$ cat src/rtl/wbm_pkg.sv
// Shared definitions for the wbm_copy Wishbone word-copy engine:
// FSM state encoding, bus constants and the address alignment helper.
package wbm_pkg;

   typedef enum logic [2:0] {
      ST_IDLE  = 3'd0,
      ST_READ  = 3'd1,
      ST_RGAP  = 3'd2,
      ST_WRITE = 3'd3,
      ST_WGAP  = 3'd4,
      ST_DONE  = 3'd5
   } wbm_state_e;

   localparam logic [3:0]  WB_SEL_ALL = 4'hF;
   localparam logic [31:0] WORD_STEP  = 32'd4;

   function automatic logic [31:0] word_align(input logic [31:0] byte_adr);
      return byte_adr & ~32'h3;
   endfunction

endpackage

$ cat src/rtl/wbm_copy_timeout.sv
// Wait-cycle watchdog for wbm_copy: counts cycles spent waiting for an ack
// and flags the last permitted wait cycle.
module wbm_copy_timeout
   import wbm_pkg::*;
#(
   parameter int unsigned TIMEOUT_CYCLES = 255
) (
   input  logic clk,
   input  logic rst,
   input  logic clear,
   input  logic enable,
   output logic expired
);

   localparam int unsigned CNT_W = (TIMEOUT_CYCLES > 1) ? $clog2(TIMEOUT_CYCLES) : 1;
   localparam logic [CNT_W-1:0] CNT_LAST = CNT_W'(TIMEOUT_CYCLES - 1);

   logic [CNT_W-1:0] cnt_q, cnt_d;

   // expired is high during the TIMEOUT_CYCLES-th consecutive wait cycle
   assign expired = enable && (cnt_q == CNT_LAST);

   always_comb begin
      cnt_d = cnt_q;
      if (clear) begin
         cnt_d = '0;
      end else if (enable && !expired) begin
         cnt_d = cnt_q + CNT_W'(1);
      end
   end

   always_ff @(posedge clk or posedge rst) begin
      if (rst) begin
         cnt_q <= '0;
      end else begin
         cnt_q <= cnt_d;
      end
   end

endmodule

$ cat src/rtl/wbm_copy.sv
// Wishbone initiator that copies len 32-bit words from src_adr to dst_adr,
// one read then one write per word. Optional ack timeout: CFG_WBM_TIMEOUT_EN.
module wbm_copy
   import wbm_pkg::*;
#(
   parameter int unsigned LEN_WIDTH      = 16,
   parameter int unsigned TIMEOUT_CYCLES = 255
) (
   input  logic                 sys_clk,
   input  logic                 sys_rst,
   input  logic                 start,
   input  logic [31:0]          src_adr,
   input  logic [31:0]          dst_adr,
   input  logic [LEN_WIDTH-1:0] len,
   output logic                 busy,
   output logic                 done,
   output logic                 error,
   output logic                 wb_cyc_o,
   output logic                 wb_stb_o,
   output logic                 wb_we_o,
   output logic [31:0]          wb_adr_o,
   output logic [31:0]          wb_dat_o,
   output logic [3:0]           wb_sel_o,
   input  logic [31:0]          wb_dat_i,
   input  logic                 wb_ack_i
);

   if (TIMEOUT_CYCLES == 0) begin : g_bad_timeout
      $error("wbm_copy: TIMEOUT_CYCLES must be at least 1");
   end

   wbm_state_e           state_q, state_d;
   logic [31:0]          src_q, src_d;
   logic [31:0]          dst_q, dst_d;
   logic [LEN_WIDTH-1:0] rem_q, rem_d;
   logic                 cyc_q, cyc_d;
   logic                 stb_q, stb_d;
   logic                 we_q, we_d;
   logic [31:0]          adr_q, adr_d;
   logic [31:0]          dat_q, dat_d;
   logic                 busy_q, busy_d;
   logic                 done_q, done_d;
   logic                 timeout_hit;

`ifdef CFG_WBM_TIMEOUT_EN
   logic waiting;
   logic error_q, error_d;

   assign waiting = (state_q == ST_READ) || (state_q == ST_WRITE);

   wbm_copy_timeout #(
      .TIMEOUT_CYCLES(TIMEOUT_CYCLES)
   ) u_timeout (
      .clk     (sys_clk),
      .rst     (sys_rst),
      .clear   (!waiting),
      .enable  (waiting && !wb_ack_i),
      .expired (timeout_hit)
   );

   always_comb begin
      error_d = timeout_hit;
   end

   always_ff @(posedge sys_clk or posedge sys_rst) begin
      if (sys_rst) begin
         error_q <= 1'b0;
      end else begin
         error_q <= error_d;
      end
   end

   assign error = error_q;
`else
   assign timeout_hit = 1'b0;
   assign error       = 1'b0;
`endif

   always_comb begin
      state_d = state_q;
      src_d   = src_q;
      dst_d   = dst_q;
      rem_d   = rem_q;
      dat_d   = dat_q;

      unique case (state_q)
         ST_IDLE: begin
            if (start) begin
               src_d   = word_align(src_adr);
               dst_d   = word_align(dst_adr);
               rem_d   = len;
               state_d = (len == '0) ? ST_DONE : ST_READ;
            end
         end
         ST_READ: begin
            if (wb_ack_i) begin
               dat_d   = wb_dat_i;
               state_d = ST_RGAP;
            end else if (timeout_hit) begin
               state_d = ST_DONE;
            end
         end
         ST_RGAP: state_d = ST_WRITE;
         ST_WRITE: begin
            if (wb_ack_i) begin
               src_d   = src_q + WORD_STEP;
               dst_d   = dst_q + WORD_STEP;
               rem_d   = rem_q - LEN_WIDTH'(1);
               state_d = ST_WGAP;
            end else if (timeout_hit) begin
               state_d = ST_DONE;
            end
         end
         ST_WGAP: state_d = (rem_q == '0) ? ST_DONE : ST_READ;
         ST_DONE: state_d = ST_IDLE;
         default: state_d = ST_IDLE;
      endcase

      // Bus outputs are decoded from the next state so they leave the flops
      // already aligned with the state they belong to.
      cyc_d  = (state_d == ST_READ) || (state_d == ST_WRITE);
      stb_d  = cyc_d;
      we_d   = (state_d == ST_WRITE);
      adr_d  = adr_q;
      if (state_d == ST_READ) begin
         adr_d = src_d;
      end else if (state_d == ST_WRITE) begin
         adr_d = dst_d;
      end
      busy_d = (state_d == ST_READ) || (state_d == ST_RGAP) ||
               (state_d == ST_WRITE) || (state_d == ST_WGAP);
      done_d = (state_d == ST_DONE);
   end

   always_ff @(posedge sys_clk or posedge sys_rst) begin
      if (sys_rst) begin
         state_q <= ST_IDLE;
         src_q   <= '0;
         dst_q   <= '0;
         rem_q   <= '0;
         cyc_q   <= 1'b0;
         stb_q   <= 1'b0;
         we_q    <= 1'b0;
         adr_q   <= '0;
         dat_q   <= '0;
         busy_q  <= 1'b0;
         done_q  <= 1'b0;
      end else begin
         state_q <= state_d;
         src_q   <= src_d;
         dst_q   <= dst_d;
         rem_q   <= rem_d;
         cyc_q   <= cyc_d;
         stb_q   <= stb_d;
         we_q    <= we_d;
         adr_q   <= adr_d;
         dat_q   <= dat_d;
         busy_q  <= busy_d;
         done_q  <= done_d;
      end
   end

   assign busy     = busy_q;
   assign done     = done_q;
   assign wb_cyc_o = cyc_q;
   assign wb_stb_o = stb_q;
   assign wb_we_o  = we_q;
   assign wb_adr_o = adr_q;
   assign wb_dat_o = dat_q;
   assign wb_sel_o = stb_q ? WB_SEL_ALL : '0;

endmodule

$ cat config.mk
export PLATFORM = sky130hd
export DESIGN_NAME = wbm_copy
export DESIGN_NICKNAME = d
export VERILOG_FILES = /design/src/rtl/wbm_pkg.sv /design/src/rtl/wbm_copy_timeout.sv /design/src/rtl/wbm_copy.sv
export SDC_FILE = /design/constraint.sdc
export NUM_CORES = 1
export LEC_CHECK = 0
export ABC_AREA = 1
export ABC_CLOCK_PERIOD_IN_PS = 12500
export BUFFER_PORTS_ARGS = -buffer_cell sky130_fd_sc_hd__buf_4
export CAP_MARGIN = 20
export CORE_ASPECT_RATIO = 0.5
export CORE_MARGIN = 10
export CORE_UTILIZATION = 26
export CTS_BUF_LIST = sky130_fd_sc_hd__clkbuf_16
export DETAILED_ROUTE_END_ITERATION = 10
export SYNTH_ARGS = -nofsm -noshare
export SYNTH_HDL_FRONTEND = slang
export SYNTH_SLANG_ARGS = --single-unit
$ cat constraint.sdc
create_clock -name sys_clk -period 12.5 [get_ports sys_clk]
set_input_delay 2.5 -clock sys_clk [delete_from_list [all_inputs] [get_ports sys_clk]]
set_output_delay 2.5 -clock sys_clk [all_outputs]
set_load 0.02 [all_outputs]
==> run metrics, run 1 <==
Nets ~1500; top cells by area, synth dfrtp_1 (44%), nand2_1 (19%), nand3_1 (6.3%); sequential cell area 0.00378 sq mm; Synth Net Count 1302; FFs w/ async S/R, synth 1.00; Crit. Startpoint start; number of synthesized flops with an enable pin 0; P per Cell Area 246 mW/mm^2; clock slew at reported path FFs 60 ps; Post-Route WL 28000 um; CP Capture Point wb_adr_o[31]$_DFFE_PP0P_; most frequent cells in the layout nand2_1 (431), buf_4 (189), dfrtp_1 (151), inv_1 (122), nand3_1 (109); r2r setup slk 9710 ps; first-pass GRT wire length 44100 um; GRT overflow 0; kind of critical path input port to flop; post-CTS setup repair buffer count 0; Hold Violations, Final 0; commonest non-fill, non-tap cell in the layout nand2_1; Multi-input gate area about 0.0041 sq mm; Setup violations, final 0; Tmin final 4130 ps; Int Pwr 1450 uW; Switch Pwr 1240 uW; Critical Path Fanout Max 30; Least-Margin Pin Slew 871 ps; CTS max path bufs 2; initial drt markers approximately 530; Die H 149 um; status complete, no violations; Syn. warnings 0; fraction of power spent switching nets 0.462; CTS Buf Count 17; Max Cap Viol 0; Post-CTS Resized 0; I/O Pins 190; worst-case reg-to-reg path depth 11; DRT antenna net count 0; Worst R2R End wb_adr_o[31]$_DFFE_PP0P_; biggest area consumer among synthesized cells dfrtp_1; H-tree depth 4; Vias/cell roughly 4.5; static leakage ~0.0053 uW; Worst setup SP type input port; Vias 8167; Slew Viols, Final 0; vias in the first global route 8080; GPL Wtd Cong about 0.87; Gate power share 0.482; Mapped Cells 1182; Hold WS around 460 ps; wire length on met2 15000 um; met3 wire length 931 um; Clock power frac 0.185; RSZ-0062 raised after global routing false; Seq cells post-synth between 150 and 200; initial antenna violation count 0; Starting Density 0.263; DR WL/cell around 16 um; Pre-Repair DR Iteration Count 5; CTS Hold Bufs 0; # diodes 0; Main synth FF type dfrtp_1; Met1 Routed Length ~11000 um; Data arrival, critical path 4500 ps; Sequential Power Share 0.332; synth unique cells 43; synthesis-to-layout area growth 26.4%; DR top layer met4; Syn Area/Cell 7.34 sq um; share of cells above drive strength 1 0.205; root buf cell clkbuf_16; CTS tree yes; slew margin rel. 0.419; worst min-delay path category flop to flop; Die Wd approximately 280 um; period utilisation layout 0.330; share of the yosys chip area belonging to registers 0.436; DP Wirelength roughly 21000 um; Worst Skew 15.2 ps; final instance area 0.0110 sq mm; Synth Cell Area 0.00867 sq mm; Clock Latency Late Sink 450 ps; Filler cells 3478; Core Box Area 0.0330 sq mm; # clock sinks 151; Worst VDD drop 99.8 uV; Total GRT Usage 0.134; Worst Path Required ~13000 ps; placed insts 1769; reg-to-reg critical path startpoint state_q[2]$_DFF_PP0_; std cell rows 47; Non-Filler Instances between 1500 and 2000; Max Fclk 242 MHz; PortBufs 184; TNS Setup 0 ps; # DRC 0; Placed Area 0.0104 sq mm; Setup crit end kind flop; Synth top area share 0.436; largest net degree at the start of global routing 91; DIE AREA 0.0415 sq mm
==> synth_stat cells, types with 3 or more instances <==
| library cell | number |
|---|---|
| xor2_1 | 13 |
| inv_1 | 123 |
| nand3b_1 | 3 |
| dfrtp_1 | 151 |
| o21ai_1 | 5 |
| o211ai_1 | 9 |
| a22o_1 | 3 |
| nor3_1 | 15 |
| nand2_1 | 431 |
| buf_2 | 24 |
| xnor2_1 | 3 |
| nor2_4 | 6 |
| ha_1 | 4 |
| clkbuf_1 | 5 |
| nor2_1 | 99 |
| nand2_2 | 4 |
| o21ai_0 | 59 |
| inv_2 | 6 |
| a22oi_1 | 3 |
| nand3_1 | 109 |
| nand4_1 | 19 |
| mux2_2 | 32 |
| o22ai_1 | 4 |
| buf_4 | 11 |
| buf_6 | 4 |
| a21oi_1 | 15 |
==> state kept, by name, summed over array words and instances, names as in the netlist <==
signal and cells:
dst_q 32, src_q 32, wb_adr_o 32, wb_dat_o 32
rem_q 16, state_q 3, busy 1, done 1
wb_stb_o 1, wb_we_o 1
==> area by class of cell <==
cell class,count,area share
clock buffer,17,0.0388
multi-input combinational,858,0.378
tap,441,0.0503
inverter,129,0.0446
timing repair buffer,190,0.132
clock inverter,15,0.0118
sequential,151,0.345
==> through the flow <==
stage	utilization	setup slack, ps	total power (uW)
2_1_floorplan	-	5940	1760
3_3_place_gp	0.315	7830	2180
3_5_place_dp	0.316	7890	2210
4_1_cts	0.332	8390	2720
5_1_grt	0.332	8180	2910
6_report	0.332	8370	2690
==> worst min-delay path by stage <==
stage                        from                 end  slack [ps]  cells after the start
3_5_place_dp   src_q[1]$_DFF_PP0_  src_q[1]$_DFF_PP0_         450                      2
2_1_floorplan  dst_q[0]$_DFF_PP0_  dst_q[0]$_DFF_PP0_         430                      2
3_3_place_gp   dst_q[1]$_DFF_PP0_  dst_q[1]$_DFF_PP0_         450                      2
6_report       src_q[0]$_DFF_PP0_  src_q[0]$_DFF_PP0_         460                      2
5_1_grt        dst_q[1]$_DFF_PP0_  dst_q[1]$_DFF_PP0_         490                      2
4_1_cts        src_q[1]$_DFF_PP0_  src_q[1]$_DFF_PP0_         460                      2
==> worst max-delay path: stages <==
cell     delay, ps
buf_4          120
inv_1          100
nand3_1        120
nand2_2        510
inv_2          450
o21ai_0        270
inv_1           60
nand2_1        130
nand2_1         80
nand3_1        110
==> power by group through the flow <==
stage                     sequential, uW  combinational [uW]  clock, uW
final                                895                1300        499
after CTS                            893                1320        515
after detailed placement             898                1310          0
after global placement               897                1290          0
after floorplan                      970                 787          0
after global routing                 926                1450        535
==> kinds of logic after synthesis <==
group,count (synthesis),synth area share
AO/OA/AOI/OAI,105,0.0682
XOR/XNOR,16,0.0162
adder cells (fa/ha/maj),4,0.00577
buffers and inverters,173,0.0866
flip-flops,151,0.436
multiplexers,33,0.0427
other,1,0.000432
AND/OR/NAND/NOR,699,0.344
==> metal layers <==
metal | GRT usage | up-vias
met2 | 0.253 | 157
met1 | 0.151 | 3876
met5 | 0 | -
met3 | 0.0205 | 32
li1 | - | 4102
met4 | 0.0554 | 0
Note: power is estimated with default switching activity, not from simulation.
==> run 2: changes to the inputs <==
- ABC_CLOCK_PERIOD_IN_PS: 12500 -> 3500
- clock period: 12.5 -> 3.5 ns (I/O delays scaled with it)
==> run 2 against run 1 <==
Compared with the run above:
- clock skew down 0.78 ps
- highest routed layer unchanged
- routed wire length up 0.98%
- count of clock-buffer cells in the layout is the same
- via count is 0.17% higher
- sequential share of layout area shrank 0.10 points
- largest cell class unchanged
- first-iteration DRC count up 3.0%
- critical path depth shrank 1
- non-clock buffer count grew 3
- register-to-register slack lost 8600 ps
==> run metrics, run 2 (synthesized netlist as in run 1, its figures left out) <==
status complete, no violations (unchanged); slew margin rel. 0.476 (was 0.419); synthesis-to-layout area growth 26.8% (was 26.4%); most frequent cells in the layout nand2_1 (431), buf_4 (191), dfrtp_1 (151), inv_1 (123), nand3_1 (109) (was nand2_1 (431), buf_4 (189), dfrtp_1 (151), inv_1 (122), nand3_1 (109)); static leakage 0.00530 uW (was 0.00528 uW); Critical Path Fanout Max 32 (was 30); CTS max path bufs 2 (unchanged); share of cells above drive strength 1 0.206 (was 0.205); Total GRT Usage 0.134 (about the same); DIE AREA 0.0415 sq mm (unchanged); DP Wirelength 20700 um (about the same); period utilisation layout 0.671; Pre-Repair DR Iteration Count 5 (unchanged); first-pass GRT wire length 44200 um (was 44100 um); kind of critical path flop to flop (was input port to flop); Worst VDD drop 396 uV (was 99.8 uV); Gate power share 0.479 (was 0.482); Worst Path Required 3870 ps (was 12870 ps); # clock sinks 151 (unchanged); Hold Violations, Final 0 (unchanged); Nets 1470 (was 1467); Vias/cell 4.54 (was 4.53); max incr delay on CP 450 ps (was 510 ps); fraction of power spent switching nets 0.459 (was 0.462); slowest cell on the critical path dfrtp_1 (was nand2_2); # DRC 0 (unchanged); Die H 149 um (unchanged); commonest non-fill, non-tap cell in the layout nand2_1 (unchanged); P per Cell Area 878 mW/mm^2 (was 246 mW/mm^2); CTS Buf Count 17 (unchanged); Max Cap Viol 0 (unchanged); RSZ-0062 raised after global routing false (unchanged); initial drt markers 547 (was 531); Critical Path, Cell by Cell inv_2, nand3_2, buf_4, or2_1, and3_4, nand2_4, nor2_8, nand2_1, nand3_1 (was buf_4, inv_1, nand3_1, nand2_2, inv_2, o21ai_0, inv_1, nand2_1, nand2_1, nand3_1); DRT antenna net count 0 (unchanged); Clock power frac 0.189 (was 0.185); Post-CTS Resized 0 (unchanged); Crit. Startpoint state_q[2]$_DFF_PP0_ (was start); post-CTS setup repair buffer count 0 (unchanged); CTS tree yes (unchanged); initial antenna violation count 0 (unchanged); Setup crit end kind flop (unchanged); PortBufs 184 (unchanged); Post-Place Setup Slack 1000 ps (was 7890 ps); TNS Setup 0 ps (unchanged); Core Box Area 0.0330 sq mm (unchanged); Worst setup SP type flop (was input port); Int Pwr 5220 uW (was 1450 uW); Top delay family on crit path simple AND/OR/NAND/NOR gates (unchanged); Sequential Power Share 0.332 (about the same); Vias 8181 (was 8167); largest net degree at the start of global routing 67 (was 91); Tmin final between 2000 and 2500 ps; # diodes 0 (unchanged); Max Fclk approximately 430 MHz; Least-Margin Pin Slew 786 ps (was 871 ps); worst min-delay path category input port to async pin (was flop to flop); worst setup margin 1150 ps (was 8370 ps); H-tree depth 4 (unchanged); CTS Hold Bufs 0 (unchanged); Slew Viols, Final 0 (unchanged); DR WL/cell 15.7 um (was 15.5 um); std cell rows 47 (unchanged); Setup violations, final 0 (unchanged); GPL Wtd Cong 0.842 (was 0.869); GRT overflow 0 (unchanged); Die Wd 278 um (unchanged); Filler cells 3523 (was 3478); vias in the first global route 8246 (was 8080); Clock Latency Late Sink 450 ps (about the same); Starting Density 0.263 (unchanged); root buf cell clkbuf_16 (unchanged); Data arrival, critical path 2720 ps (was 4500 ps); Post-Route WL 28300 um (was 28000 um); Worst Skew 14.4 ps (was 15.2 ps); clock slew at reported path FFs 60 ps (about the same); I/O Pins 190 (unchanged); Switch Pwr 4430 uW (was 1240 uW); worst path bufs/invs 2 (was 4); reg-to-reg critical path startpoint state_q[2]$_DFF_PP0_ (unchanged)
==> run 2: routing by layer <==
layer	global-route usage	vias up	part of all wire	routed length, um
met5	0	-	0	0
met4	0.0465	0	0.023	662
met3	0.0298	34	0.031	871
met2	0.252	121	0.53	15100
met1	0.148	3920	0.41	11700
li1	-	4106	-	-
==> run 2: power groups by stage <==
stage	registers, uW	clock network (uW)	logic [uW]
after floorplan	3460	0	2810
after global placement	3210	0	4590
after detailed placement	3210	0	4640
after CTS	3200	1860	4660
after global routing	3310	1940	5150
final	3210	1830	4620
==> run 2: area by class of cell <==
cell class / count / area [sq um] / share of cell area
Clock buffer: 17 / 425 / 0.0387
Clock inverter: 14 / 135 / 0.0123
Inverter: 129 / 488 / 0.0444
Multi-Input combinational cell: 858 / 4140 / 0.377
Sequential cell: 151 / 3780 / 0.344
Tap cell: 441 / 552 / 0.0502
Timing Repair Buffer: 193 / 1470 / 0.134
==> run 2: worst paths after layout <==
path	endpoint	slack [ps]	cells after the start
hold reg to reg	dst_q[1]$_DFF_PP0_	470	2
hold / removal	wb_dat_o[21]$_DFFE_PP0P_	370	2
setup reg to reg	wb_adr_o[20]$_DFFE_PP0P_	1150	9
min in group sys_clk	dst_q[1]$_DFF_PP0_	470	2
max in group asynchronous	src_q[4]$_DFF_PP0_	2370	3
setup / recovery	wb_adr_o[20]$_DFFE_PP0P_	1150	9
==> run 2: stage by stage <==
step	total power (uW)	hold slack [ps]	area (sq um)	util	instances
finish	9650	372	11000	0.333	1803
floorplan	6270	431	8680	-	1182
detailed placement	7850	448	10400	0.316	1772
global route	10400	407	11000	0.333	1803
global placement	7800	446	10400	0.316	1772
CTS	9720	384	11000	0.333	1803
==> run 3: changes to the inputs <==
- ABC_CLOCK_PERIOD_IN_PS: 3500 -> 2350
- clock period: 3.5 -> 2.35 ns (I/O delays scaled with it)
==> run 3 against run 2 <==
Compared with the run above:
- maximum frequency rose by 15%
- sequential share of layout area decreased by 0.25 points
- largest cell class unchanged
- combinational power rose by 50%
- routed wire length fell by 1.3%
- critical path type unchanged
==> run metrics, run 3 (synthesized netlist as in run 1, its figures left out) <==
I/O Pins 190 (unchanged); Sequential Power Share 0.329 (was 0.332); Worst Path Required 2720 ps (was 3870 ps); Setup crit end kind flop (unchanged); std cell rows 47 (unchanged); # clock sinks 151 (unchanged); static leakage 0.00534 uW (was 0.00530 uW); vias in the first global route 8142 (was 8246); Setup violations, final 0 (unchanged); Gate power share 0.478 (was 0.479); Data arrival, critical path 2410 ps (was 2720 ps); status complete, no violations (unchanged); PortBufs 184 (unchanged); fraction of power spent switching nets 0.452 (was 0.459); first-pass GRT wire length 44200 um (unchanged); initial antenna violation count 0 (unchanged); share of cells above drive strength 1 0.209 (was 0.206); Starting Density 0.263 (unchanged); clock slew at reported path FFs 60 ps (about the same); Pre-Repair DR Iteration Count 5 (unchanged); DRT antenna net count 0 (unchanged); commonest non-fill, non-tap cell in the layout nand2_1 (unchanged); Clock power frac 0.192 (was 0.189); P per Cell Area 1310 mW/mm^2 (was 878 mW/mm^2); Hold Violations, Final 0 (unchanged); DP Wirelength 20800 um (was 20700 um); largest net degree at the start of global routing 74 (was 67); CTS tree yes (unchanged); Non-Filler Instances 1807 (was 1803); Worst VDD drop 512 uV (was 396 uV); Max Fclk 490 MHz (was 426 MHz); Critical Path Fanout Max 5 (was 32); Nets 1474 (was 1470); H-tree depth 4 (unchanged); placed insts 1775 (was 1772); Total GRT Usage 0.134 (about the same); Die H 149 um (unchanged); Die Wd 278 um (unchanged); Hold WS 259 ps (was 372 ps); Least-Margin Pin Slew 629 ps (was 786 ps); Clock Latency Late Sink 440 ps (was 450 ps); Slew Viols, Final 0 (unchanged); initial drt markers 507 (was 547); Post-Route WL 27900 um (was 28300 um); final core utilization 0.336 (was 0.333); synthesis-to-layout area growth 27.7% (was 26.8%); Int Pwr 7970 uW (was 5220 uW); GRT overflow 0 (unchanged); Post-CTS Resized 0 (unchanged); CTS Buf Count 17 (unchanged); # DRC 0 (unchanged); DIE AREA 0.0415 sq mm (unchanged); CTS max path bufs 2 (unchanged); GPL Wtd Cong 0.856 (was 0.842); Worst setup SP type flop (unchanged); DR WL/cell 15.4 um (was 15.7 um); slew margin rel. 0.580 (was 0.476); TNS Setup 0 ps (unchanged); root buf cell clkbuf_16 (unchanged); Filler cells 3518 (was 3523); Tmin final 2040 ps (was 2350 ps); Vias/cell 4.51 (was 4.54); Worst Skew 11.8 ps (was 14.4 ps); # diodes 0 (unchanged); period utilisation layout 0.868 (was 0.671); worst min-delay path category input port to flop (was input port to async pin); kind of critical path flop to flop (unchanged); Max Cap Viol 0 (unchanged); Core Box Area 0.0330 sq mm (unchanged); most frequent cells in the layout nand2_1 (431), buf_4 (192), dfrtp_1 (151), inv_1 (123), nand3_1 (109) (was nand2_1 (431), buf_4 (191), dfrtp_1 (151), inv_1 (123), nand3_1 (109)); Switch Pwr 6560 uW (was 4430 uW); Vias 8141 (was 8181); RSZ-0062 raised after global routing false (unchanged)
-- run 3: final timing paths --
kind	cells past startpoint	endpoint	start	slack (ps)
max	11	wb_adr_o[22]$_DFFE_PP0P_	src_q[2]$_DFF_PP0_	310
min	2	wb_dat_o[3]$_DFFE_PP0P_	wb_dat_i[3]	260
max reg2reg	11	wb_adr_o[22]$_DFFE_PP0P_	src_q[2]$_DFF_PP0_	310
max in group asynchronous	4	dst_q[14]$_DFF_PP0_	sys_rst	1130
min reg2reg	2	dst_q[0]$_DFF_PP0_	dst_q[0]$_DFF_PP0_	470
min in group asynchronous	3	wb_dat_o[20]$_DFFE_PP0P_	sys_rst	540
-- run 3: cell type report --
| type | count | area [sq um] | share of cell area |
|---|---|---|---|
| multi-input cells | 858 | 4140 | 0.374 |
| flip-flops and latches | 151 | 3780 | 0.341 |
| repair buffers | 197 | 1530 | 0.138 |
| well taps | 441 | 552 | 0.0498 |
| inverters | 129 | 488 | 0.0441 |
| clock buffers | 17 | 425 | 0.0384 |
| clock inverters | 14 | 159 | 0.0143 |
-- run 3: metal layers --
layer  track usage  vias up  wire (um)
met4        0.0457        0        561
met5             0        -          0
met2         0.254      131      15000
met1         0.151     3865      11500
li1              -     4113          -
met3        0.0214       32        805
-- run 3: repair_timing --
| item | CTS | global route |
|---|---|---|
| hold buffers | 1 | 0 |
| buffers inserted | 0 | 0 |
| hold endpoints to repair | 7 | 0 |
-- run 3: critical path, cell delays in order, from the launching register on --
cell and delay (ps):
dfrtp_1 500, ha_1 200, nand2_1 130, nor2_4 170, nand3_1 140, nor2_1 240, nand2_1 80, nand2_1 70
nand2_1 40, nand3_1 190, nand2_1 100, nand3_1 100
-- run 3: power groups by stage --
stage / Sequential, uW / Combinational, uW / Clock, uW
floorplan: 5160 / 4190 / 0
global placement: 4790 / 6960 / 0
detailed placement: 4800 / 7010 / 0
CTS: 4780 / 7040 / 2860
global route: 4950 / 7750 / 2980
finish: 4790 / 6950 / 2800
-- run 3: per-stage QoR --
step / setup slack [ps] / area, sq um / total power, uW
after floorplan: -23.0 / 8680 / 9340
after global routing: 112 / 11100 / 15700
after CTS: 284 / 11100 / 14700
final: 310 / 11100 / 14500
after detailed placement: 277 / 10500 / 11800
after global placement: 311 / 10500 / 11700
